<file path="src/rtl/embertrail_pkg.sv">
// embertrail_pkg: register-file widths and write-packet field positions shared by the writeback path
package embertrail_pkg;
   localparam int REG_ADDR_W = 5;
   localparam int REG_DATA_W = 16;
   localparam int REG_COUNT = 32;
   localparam int WB_PKT_W = REG_ADDR_W + REG_DATA_W;
   localparam int REG_FIELD_HI = 20;
   localparam int REG_FIELD_LO = 16;
   typedef logic [WB_PKT_W-1:0] wb_pkt_t;
   typedef logic [REG_ADDR_W-1:0] reg_addr_t;
   function automatic reg_addr_t pkt_reg(wb_pkt_t p);
      return p[REG_FIELD_HI:REG_FIELD_LO];
   endfunction
endpackage

</file>
<file path="src/rtl/writeback_queue_if.sv">
// writeback_queue_if: lane handshakes and register-file write ports of the writeback queue
// WB_PENDING_MASK_EN adds oPendingMask
interface writeback_queue_if;
   import embertrail_pkg::*;
   logic iValid1, iValid2;
   wb_pkt_t iResult1, iResult2;
   logic oReady1, oReady2;
   logic oWritePort1, oWritePort2;
   wb_pkt_t oRegWrite1, oRegWrite2;
   logic oIdle;
`ifdef WB_PENDING_MASK_EN
   logic [REG_COUNT-1:0] oPendingMask;
`endif
   modport master (
      output iValid1, iResult1, iValid2, iResult2,
      input oReady1, oReady2, oWritePort1, oRegWrite1, oWritePort2, oRegWrite2, oIdle
`ifdef WB_PENDING_MASK_EN
      , input oPendingMask
`endif
   );
   modport slave (
      input iValid1, iResult1, iValid2, iResult2,
      output oReady1, oReady2, oWritePort1, oRegWrite1, oWritePort2, oRegWrite2, oIdle
`ifdef WB_PENDING_MASK_EN
      , output oPendingMask
`endif
   );
endinterface

</file>
<file path="src/rtl/wb_fifo.sv">
// wb_fifo: per-lane writeback FIFO with occupancy count
// WB_PENDING_MASK_EN exposes per-entry valid bits and destination registers
module wb_fifo
   import embertrail_pkg::*;
#(
   parameter int DEPTH = 4
) (
   input  logic    clk_i,
   input  logic    rst_i,
   input  logic    push_i,
   input  wb_pkt_t data_i,
   input  logic    pop_i,
   output wb_pkt_t head_o,
   output logic    empty_o,
   output logic    full_o
`ifdef WB_PENDING_MASK_EN
   ,
   output logic [DEPTH-1:0]      valid_o,
   output reg_addr_t [DEPTH-1:0] regs_o
`endif
);
   localparam int PW = $clog2(DEPTH);
   logic [PW-1:0] rd_q, rd_d, wr_q, wr_d;
   logic [PW:0] cnt_q, cnt_d;
   wb_pkt_t mem_q [DEPTH];
   logic do_push, do_pop;
   assign empty_o = cnt_q == '0;
   assign full_o = cnt_q == (PW+1)'(DEPTH);
   assign head_o = mem_q[rd_q];
   assign do_push = push_i & !full_o;
   assign do_pop = pop_i & !empty_o;
   always_comb begin
      rd_d = do_pop ? rd_q + 1'b1 : rd_q;
      wr_d = do_push ? wr_q + 1'b1 : wr_q;
      cnt_d = cnt_q + (PW+1)'(do_push) - (PW+1)'(do_pop);
   end
   always_ff @(posedge clk_i) begin
      if (rst_i) begin
         rd_q <= '0;
         wr_q <= '0;
         cnt_q <= '0;
      end else begin
         rd_q <= rd_d;
         wr_q <= wr_d;
         cnt_q <= cnt_d;
      end
   end
   // storage is deliberately left uncleared by reset
   always_ff @(posedge clk_i) begin
      if (do_push) mem_q[wr_q] <= data_i;
   end
`ifdef WB_PENDING_MASK_EN
   // slot i is live when its distance from the read pointer is below the count
   always_comb begin
      for (int i = 0; i < DEPTH; i++) begin
         valid_o[i] = {1'b0, PW'(i) - rd_q} < cnt_q;
         regs_o[i] = pkt_reg(mem_q[i]);
      end
   end
`endif
endmodule

</file>
<file path="src/rtl/writeback_queue.sv">
// writeback_queue: buffers two execution lanes and drains them into the register-file write ports
// WB_PENDING_MASK_EN adds oPendingMask of registers with queued writes
module writeback_queue
   import embertrail_pkg::*;
#(
   parameter int DEPTH = 4
) (
   input logic iClock,
   input logic iReset,
   writeback_queue_if.slave bus
);
   wb_pkt_t head1, head2;
   reg_addr_t reg1, reg2;
   logic empty1, empty2, full1, full2;
   logic pop1, pop2, wr1, wr2, collide;
`ifdef WB_PENDING_MASK_EN
   logic [DEPTH-1:0] valid1, valid2;
   reg_addr_t [DEPTH-1:0] regs1, regs2;
   logic [REG_COUNT-1:0] pend;
`endif
   wb_fifo #(.DEPTH(DEPTH)) u_lane1 (
      .clk_i(iClock), .rst_i(iReset), .push_i(bus.iValid1 & bus.oReady1), .data_i(bus.iResult1),
      .pop_i(pop1), .head_o(head1), .empty_o(empty1), .full_o(full1)
`ifdef WB_PENDING_MASK_EN
      , .valid_o(valid1), .regs_o(regs1)
`endif
   );
   wb_fifo #(.DEPTH(DEPTH)) u_lane2 (
      .clk_i(iClock), .rst_i(iReset), .push_i(bus.iValid2 & bus.oReady2), .data_i(bus.iResult2),
      .pop_i(pop2), .head_o(head2), .empty_o(empty2), .full_o(full2)
`ifdef WB_PENDING_MASK_EN
      , .valid_o(valid2), .regs_o(regs2)
`endif
   );
   assign reg1 = pkt_reg(head1);
   assign reg2 = pkt_reg(head2);
   // same-register collision: lane 1 goes first so lane 2's value lands last
   always_comb begin
      collide = !empty1 & !empty2 & (reg1 != '0) & (reg1 == reg2);
      pop1 = !empty1 & !iReset;
      pop2 = !empty2 & !iReset & !collide;
      wr1 = pop1 & (reg1 != '0);
      wr2 = pop2 & (reg2 != '0);
   end
   assign bus.oReady1 = !full1 & !iReset;
   assign bus.oReady2 = !full2 & !iReset;
   assign bus.oWritePort1 = wr1;
   assign bus.oWritePort2 = wr2;
   assign bus.oRegWrite1 = wr1 ? head1 : '0;
   assign bus.oRegWrite2 = wr2 ? head2 : '0;
   assign bus.oIdle = (empty1 & empty2) | iReset;
`ifdef WB_PENDING_MASK_EN
   always_comb begin
      pend = '0;
      for (int i = 0; i < DEPTH; i++) begin
         if (valid1[i]) pend[regs1[i]] = 1'b1;
         if (valid2[i]) pend[regs2[i]] = 1'b1;
      end
      pend[0] = 1'b0;
   end
   assign bus.oPendingMask = iReset ? '0 : pend;
`endif
endmodule
</file>
<file path="src/flat_wrapper.sv">
// flat-port wrapper written by rule: the top's interface ports become plain ports
module writeback_queue_flat import embertrail_pkg::*;
#(
   parameter int DEPTH = 4
)
  (iClock, iReset, bus_iValid1, bus_iResult1, bus_iValid2, bus_iResult2, bus_oReady1, bus_oReady2, bus_oWritePort1, bus_oRegWrite1, bus_oWritePort2, bus_oRegWrite2, bus_oIdle);
  writeback_queue_if bus_i ();
  input logic iClock;
  input logic iReset;
  input wire logic [$bits(bus_i.iValid1)-1:0] bus_iValid1;
  input wire logic [$bits(bus_i.iResult1)-1:0] bus_iResult1;
  input wire logic [$bits(bus_i.iValid2)-1:0] bus_iValid2;
  input wire logic [$bits(bus_i.iResult2)-1:0] bus_iResult2;
  output wire logic [$bits(bus_i.oReady1)-1:0] bus_oReady1;
  output wire logic [$bits(bus_i.oReady2)-1:0] bus_oReady2;
  output wire logic [$bits(bus_i.oWritePort1)-1:0] bus_oWritePort1;
  output wire logic [$bits(bus_i.oRegWrite1)-1:0] bus_oRegWrite1;
  output wire logic [$bits(bus_i.oWritePort2)-1:0] bus_oWritePort2;
  output wire logic [$bits(bus_i.oRegWrite2)-1:0] bus_oRegWrite2;
  output wire logic [$bits(bus_i.oIdle)-1:0] bus_oIdle;
  assign bus_i.iValid1 = bus_iValid1;
  assign bus_i.iResult1 = bus_iResult1;
  assign bus_i.iValid2 = bus_iValid2;
  assign bus_i.iResult2 = bus_iResult2;
  assign bus_oReady1 = bus_i.oReady1;
  assign bus_oReady2 = bus_i.oReady2;
  assign bus_oWritePort1 = bus_i.oWritePort1;
  assign bus_oRegWrite1 = bus_i.oRegWrite1;
  assign bus_oWritePort2 = bus_i.oWritePort2;
  assign bus_oRegWrite2 = bus_i.oRegWrite2;
  assign bus_oIdle = bus_i.oIdle;
  writeback_queue #(.DEPTH(DEPTH)) u_core (.iClock(iClock), .iReset(iReset), .bus(bus_i));
endmodule
</file>
<file path="config.mk">
export PLATFORM = sky130hd
export DESIGN_NAME = writeback_queue_flat
export DESIGN_NICKNAME = d
export VERILOG_FILES = /design/src/rtl/embertrail_pkg.sv /design/src/rtl/writeback_queue_if.sv /design/src/rtl/wb_fifo.sv /design/src/rtl/writeback_queue.sv /design/src/flat_wrapper.sv
export SDC_FILE = /design/constraint.sdc
export NUM_CORES = 1
export LEC_CHECK = 0
export CORE_ASPECT_RATIO = 0.9
export CORE_UTILIZATION = 55
export DETAILED_ROUTE_END_ITERATION = 8
export PLACE_DENSITY_LB_ADDON = 0.1
export SLEW_MARGIN = 10
export SYNTH_ARGS = -nofsm -noshare
export SYNTH_HDL_FRONTEND = slang
export SYNTH_SLANG_ARGS = --single-unit
export TNS_END_PERCENT = 5
</file>
<file path="constraint.sdc">
create_clock -name iClock -period 4.7 [get_ports iClock]
set_input_delay 0.94 -clock iClock [delete_from_list [all_inputs] [get_ports iClock]]
set_output_delay 0.94 -clock iClock [all_outputs]
set_load 0.01 [all_outputs]
</file>
==> results by group, run 1 <==
Run status
  – Status: complete, no violations

Floorplanning
  – Std cell rows: 39
  – Initial Util: 0.576
  – Ports: 93
  – Floorplan Core Area: 12900 um2
  – Die Y: 112 um
  – Die Width: 125 um
  – Die ar.: 14000 um2

Detailed routing
  – Met1 wire length: 5550 um
  – WL final: 12900 um
  – DR WL/cell: 19.3 um
  – DRC viols: 0
  – Pre-Repair DR Iteration Count: 4
  – Metal3 WL: 563 um
  – Final ANT Viol Nets: 0
  – Initial DRC count: 205
  – Met2 WL post-DR: 6730 um
  – Vias/cell: 5.52
  – Detailed-route via count: 3710
  – Top Metal Used: met4

Worst setup path
  – Worst EP arrival: 3.49 ns
  – Slowest cell delay on critical path: 0.61 ns
  – Critical path fanouts, max: 25
  – Critical path's top delay family: buffers and inverters
  – Worst path slowest cell: mux4_1
  – Critical Path Most Common Cell: buf_4
  – CP Cell Sequence: buf_4 -> mux4_1 -> or4_4 -> nor2_4 -> o31ai_4 -> buf_4 -> nor3b_1 -> clkdlybuf4s50_1
  – Crit Path Class: flop to output pin
  – CP Buf/Inv Count: 3
  – Crit start category: flop
  – Setup crit end kind: output pin
  – FF-to-FF path depth: 14
  – CP required: 3.76 ns
  – Critical path depth: 8

CTS
  – Maximum buffer depth of the clock tree: 2
  – CTS Root Cell: clkbuf_16
  – Worst-path clk slew: 0.06 ns
  – Worst skew pair latency: 0.42 ns
  – Cells resized by post-CTS repair: 0
  – H-Tree Depth: 4
  – Total CTS buffers: 17
  – CTS tree: built
  – Post-CTS setup buffers: 0
  – Hold Buf Count CTS: 0
  – # clock sinks: 186

Logic synthesis
  – Syn_nets: 440
  – Simple-gate share of the synthesized area: 0.0752
  – Mux cell area share after synthesis: 0.132
  – Cells after Synth: 380
  – Flop and latch count out of synthesis: 186
  – Syn_area_per_cell: 19.6 um2
  – Netlist cell types: 32
  – Largest family of logic cells by synthesized area: multiplexers
  – Adder-Cell Fraction of Synth Area: 0.0255
  – Register area share after synthesis: 0.725
  – Xor and xnor fraction of the mapped netlist area: 0.0141
  – Syn. warnings: 0
  – Post-synth design cell area: 7450 um2
  – Post-synthesis compound-gate area fraction: 0.00856

STA
  – Tmin final: 4.43 ns
  – Maximum clock rate: 0.226 GHz
  – Worst rel slew slack: 0.482
  – Layout Skew: 0.00939 ns
  – Setup_tns: 0 ns
  – Final Max Slew Viols: 0
  – Worst hold slack: 0.466 ns
  – Period utilization: 0.943
  – Worst-Margin Slew: 0.776 ns
  – Final hold violation count: 0
  – Setup violations, final: 0
  – RSZ-0062 raised after global routing: no

Power
  – Power Dens Cells: 522 nW/um2
  – Final Total Pwr: 4.82 mW
  – Peak supply drop: 315 uV
  – Leakage: 3.09 nW

Final layout
  – Commonest non-fill, non-tap cell in the layout: edfxtp_1
  – NumNets Final: 555
  – Fin util: 0.714
  – P&R area growth vs syn: 23.9%
  – Antenna cells: 0
  – Layout cell share with drive strength beyond 1: 0.203
  – Most frequent cells in the layout: 168 x edfxtp_1, 92 x clkdlybuf4s50_1, 40 x mux4_2
  – Non-Filler Instances: 672

Global route
  – Vias in the first global route: 3927
  – Initial antenna violation count: 0
  – Total global-route track usage: 0.198
  – Largest net degree at the start of global routing: 26
  – Gr ovfl total: 0
  – First-pass GRT wire length: 20600 um

Placed design
  – GPL Wtd Cong: 0.701
  – HPWL Detailed: 8410 um
  – Port bufs: 92
  – Placed cells: 640

Min path
  – Worst min-delay path category: flop to flop
  – Hold depth: 1

Flow run
  – Max Cap Viol: 0
==> cell type report <==
type | count | area [um2]
clock buffer | 25 | 505
sequential | 186 | 5410
timing repair buffer | 110 | 1060
clock inverter | 7 | 87.6
inverter | 18 | 67.6
fill | 833 | 3700
tap | 164 | 205
multi-input combinational | 162 | 1910
==> cell usage after synthesis <==
library cell,number,share of area
inv_1,18,0.0091
xnor2_1,11,0.013
nand2b_1,2,0.0017
edfxtp_1,168,0.68
and2_1,7,0.0059
ha_1,12,0.020
o311ai_0,1,0.0012
fa_1,2,0.0054
mux4_2,40,0.12
nor2_4,1,0.0015
clkbuf_1,7,0.0035
o31ai_4,1,0.0029
or4_4,1,0.0015
a21oi_1,2,0.0013
mux4_1,2,0.0070
buf_1,1,0.00050
nor4_1,1,0.00084
nor2b_1,20,0.017
nor3_1,4,0.0027
nand2_1,3,0.0015
buf_2,3,0.0020
dfxtp_1,18,0.048
o31ai_1,2,0.0020
o21ai_2,1,0.0012
nor3b_2,13,0.022
xor2_1,1,0.0012
nand4_1,2,0.0017
mux2i_1,3,0.0040
nor2_1,19,0.0096
nor3b_1,3,0.0030
and3_1,8,0.0067
buf_6,3,0.0045
==> per-stage QoR <==
stage	cell area, um2	setup slack [ns]
final	9230	0.267
after global routing	9230	0.0169
after floorplan	7450	1.31
after detailed placement	8640	0.626
after global placement	8640	0.682
after CTS	9230	0.174
==> state kept, by name, indices dropped and copies added, names as in the netlist, named ones only <==
register	count
u_core.u_lane2.wr_q	2
u_core.u_lane1.rd_q	2
u_core.u_lane1.wr_q	2
u_core.u_lane1.cnt_q	3
u_core.u_lane1.mem_q	84
u_core.u_lane2.cnt_q	3
u_core.u_lane2.rd_q	2
u_core.u_lane2.mem_q	84
==> routing by layer <==
metal,track usage,vias up
met4,0.0546,0
li1,-,1720
met2,0.329,85
met1,0.258,1897
met3,0.0577,8
met5,0,-
==> logic make-up (layout without fill, tap and decap cells) <==
family                     count (synthesis)  count (layout)
xor gates and xnor gates                  12              12
adders and majority gates                 14              14
muxes                                     45              45
DFF                                      186             186
AOI/OAI and AO/OA                          7               7
and+or+nand+nor                           84              84
buffers and inverters                     32             160
==> final timing paths <==
| kind | startpoint | end | slack (ns) |
|---|---|---|---|
| worst max-delay path | flop | bus_oRegWrite2[2] | 0.27 |
| worst min register to register | u_core.u_lane2.rd_q[1] | u_core.u_lane2.rd_q[1] | 0.47 |
| worst min-delay path | u_core.u_lane2.rd_q[1] | u_core.u_lane2.rd_q[1] | 0.47 |
| worst max register to register | flop | u_core.u_lane2.cnt_q[2] | 0.96 |
==> power breakdown <==
part / switching (mW) / internal (mW)
Sequential: 0.0963 / 1.94
Combinational: 0.609 / 0.764
Clock: 0.561 / 0.850
Total: 1.27 / 3.55
Note: power is estimated with default switching activity, not from simulation.
==> inputs of run 2 (changes only) <==
clock period = 4.61 ns   (was 4.7 ns; I/O delays follow)
==> run 2 against run 1 <==
Effect of this change: flip-flop and latch count unchanged; setup slack lost 0.0083 ns; clock skew shrank 0.0027 ns; utilization increased by 0.30 points; power is 3.7% higher; highest routed layer unchanged.
==> results by group, run 2 (synthesized netlist as in run 1, its figures left out) <==
Final layout
  – Most frequent cells in the layout: 168 x edfxtp_1, 92 x clkdlybuf4s50_1, 40 x mux4_2
  – Fin util: 0.717 (+0.00300)
  – P&R area growth vs syn: 24.4%
  – Non-Filler Instances: 672 (unchanged)
  – Layout cell share with drive strength beyond 1: 0.209 (+0.00591)
  – Final instance area: 9270 um2 (+0.42%)
  – Commonest non-fill, non-tap cell in the layout: edfxtp_1
  – Antenna cells: 0 (unchanged)
  – NumNets Final: 555 (unchanged)
  – Regs by FF count: u_core.u_lane1.mem_q: 84 flops, u_core.u_lane2.mem_q: 84 flops

CTS
  – CTS tree: built
  – Total CTS buffers: 17 (unchanged)
  – Cells resized by post-CTS repair: 0 (unchanged)
  – Hold Buf Count CTS: 0 (unchanged)
  – CTS Root Cell: clkbuf_16
  – Worst-path clk slew: 0.07 ns (about the same)
  – # clock sinks: 186 (unchanged)
  – H-Tree Depth: 4 (unchanged)
  – Maximum buffer depth of the clock tree: 2 (unchanged)
  – Worst skew pair latency: 0.42 ns (about the same)
  – Post-CTS setup buffers: 0 (unchanged)

Detailed routing
  – WL final: 13500 um (+4.1%)
  – Initial DRC count: 261 (+27%)
  – DRC viols: 0 (unchanged)
  – DR WL/cell: 20.0 um (+4.1%)
  – Final ANT Viol Nets: 0 (unchanged)
  – Vias/cell: 5.60 (+1.4%)
  – Detailed-route via count: 3762 (+1.4%)
  – Pre-Repair DR Iteration Count: 4 (unchanged)

STA
  – Setup_tns: 0 ns (unchanged)
  – Period utilization: 0.944
  – Layout Skew: 0.00669 ns (-0.00270 ns)
  – Setup violations, final: 0 (unchanged)
  – RSZ-0062 raised after global routing: no
  – Worst hold slack: 0.466 ns (+0.000212 ns)
  – Final hold violation count: 0 (unchanged)
  – Worst rel slew slack: 0.530 (+0.0481)
  – Worst-Margin Slew: 0.703 ns (-0.0730 ns)
  – Tmin final: 4.35 ns
  – Final Max Slew Viols: 0 (unchanged)
  – Maximum clock rate: 0.230 GHz

Worst setup path
  – CP required: 3.69 ns (-0.07 ns)
  – Critical Path Most Common Cell: buf_4
  – Critical path's top delay family: buffers and inverters
  – Crit Path Class: flop to output pin
  – Critical path fanouts, max: 25 (unchanged)
  – Slowest cell delay on critical path: 0.57 ns (-0.04 ns)
  – Crit start category: flop
  – R2R setup slack: 0.79 ns (-0.17 ns)
  – Setup crit end kind: output pin
  – Worst EP arrival: 3.43 ns (-0.06 ns)
  – CP Cell Sequence: buf_4 -> mux4_2 -> or4_4 -> nor2_4 -> o31ai_4 -> buf_4 -> nor3b_1 -> clkdlybuf4s50_1
  – Worst path slowest cell: mux4_2
  – CP Buf/Inv Count: 3 (unchanged)

Floorplanning
  – Die ar.: 14000 um2 (unchanged)
  – Std cell rows: 39 (unchanged)
  – Floorplan Core Area: 12900 um2 (unchanged)
  – Ports: 93 (unchanged)
  – Die Width: 125 um (unchanged)
  – Initial Util: 0.576 (unchanged)
  – Die Y: 112 um (unchanged)

Min path
  – Worst min-delay path category: flop to flop

Power
  – Peak supply drop: 335 uV (+6.2%)
  – Power Dens Cells: 539 nW/um2 (+3.3%)
  – Leakage: 3.09 nW (+0.30%)

Global route
  – First-pass GRT wire length: 21000 um (+2.2%)
  – Largest net degree at the start of global routing: 26 (unchanged)
  – Vias in the first global route: 3933 (+0.15%)
  – Gr ovfl total: 0 (unchanged)
  – Total global-route track usage: 0.204 (+0.00561)
  – Initial antenna violation count: 0 (unchanged)

Placed design
  – HPWL Detailed: 8380 um (-0.35%)
  – Placed cell areas: 8640 um2 (unchanged)
  – GPL Wtd Cong: 0.710 (+1.3%)
  – Placed cells: 640 (unchanged)
  – Port bufs: 92 (unchanged)

Run status
  – Status: complete, no violations

Flow run
  – Max Cap Viol: 0 (unchanged)
==> run 2: changes by cell type in the layout (fill, tap and decap cells not counted), sizes merged <==
cell      delta
bufinv       +2
clkbuf       -8
clkinv       +3
clkinvlp     +1
inv          +2
==> run 2: cell type report <==
type                            instances  area [um2]
Tap cell                              164         205
Sequential cell                       186        5410
Clock buffer                           17         425
Inverter                               18        67.6
Multi-Input combinational cell        162        1910
Timing Repair Buffer                  110        1060
Clock inverter                         15         198
Fill cell                             802        3660
==> run 2: final timing paths <==
kind,from,to,cells past startpoint
min,u_core.u_lane2.rd_q[1],flop,1
max reg2reg,flop,u_core.u_lane2.cnt_q[2],14
max,flop,bus_oRegWrite2[0],8
min reg2reg,u_core.u_lane2.rd_q[1],flop,1
==> run 2: per-layer routing <==
| metal | global-route usage | vias up | wire length [um] |
|---|---|---|---|
| met2 | 0.330 | 92 | 6800 |
| met5 | 0 | - | 0 |
| li1 | - | 1716 | - |
| met4 | 0.0659 | 0 | 133 |
| met3 | 0.0510 | 10 | 501 |
| met1 | 0.275 | 1944 | 6040 |
==> run 2: metrics by stage <==
| step | setup WS [ns] | power (mW) |
|---|---|---|
| finish | 0.259 | 4.99 |
| global route | 0.0539 | 5.21 |
| CTS | 0.101 | 5.04 |
| detailed placement | 0.535 | 3.53 |
| global placement | 0.659 | 3.50 |
| floorplan | 1.22 | 3.00 |
==> run 2: report_power, final <==
group	internal, mW	switching, mW	total, mW
clock	0.907	0.596	1.50
sequential	1.97	0.111	2.09
combinational	0.782	0.624	1.41
total	3.66	1.33	4.99
==> inputs of run 3 (changes only) <==
CTS_CLUSTER_DIAMETER = 150   (was not set)
==> results of run 3 <==
Same layout as run 2: the final DEF is identical, and so are final timing and power.
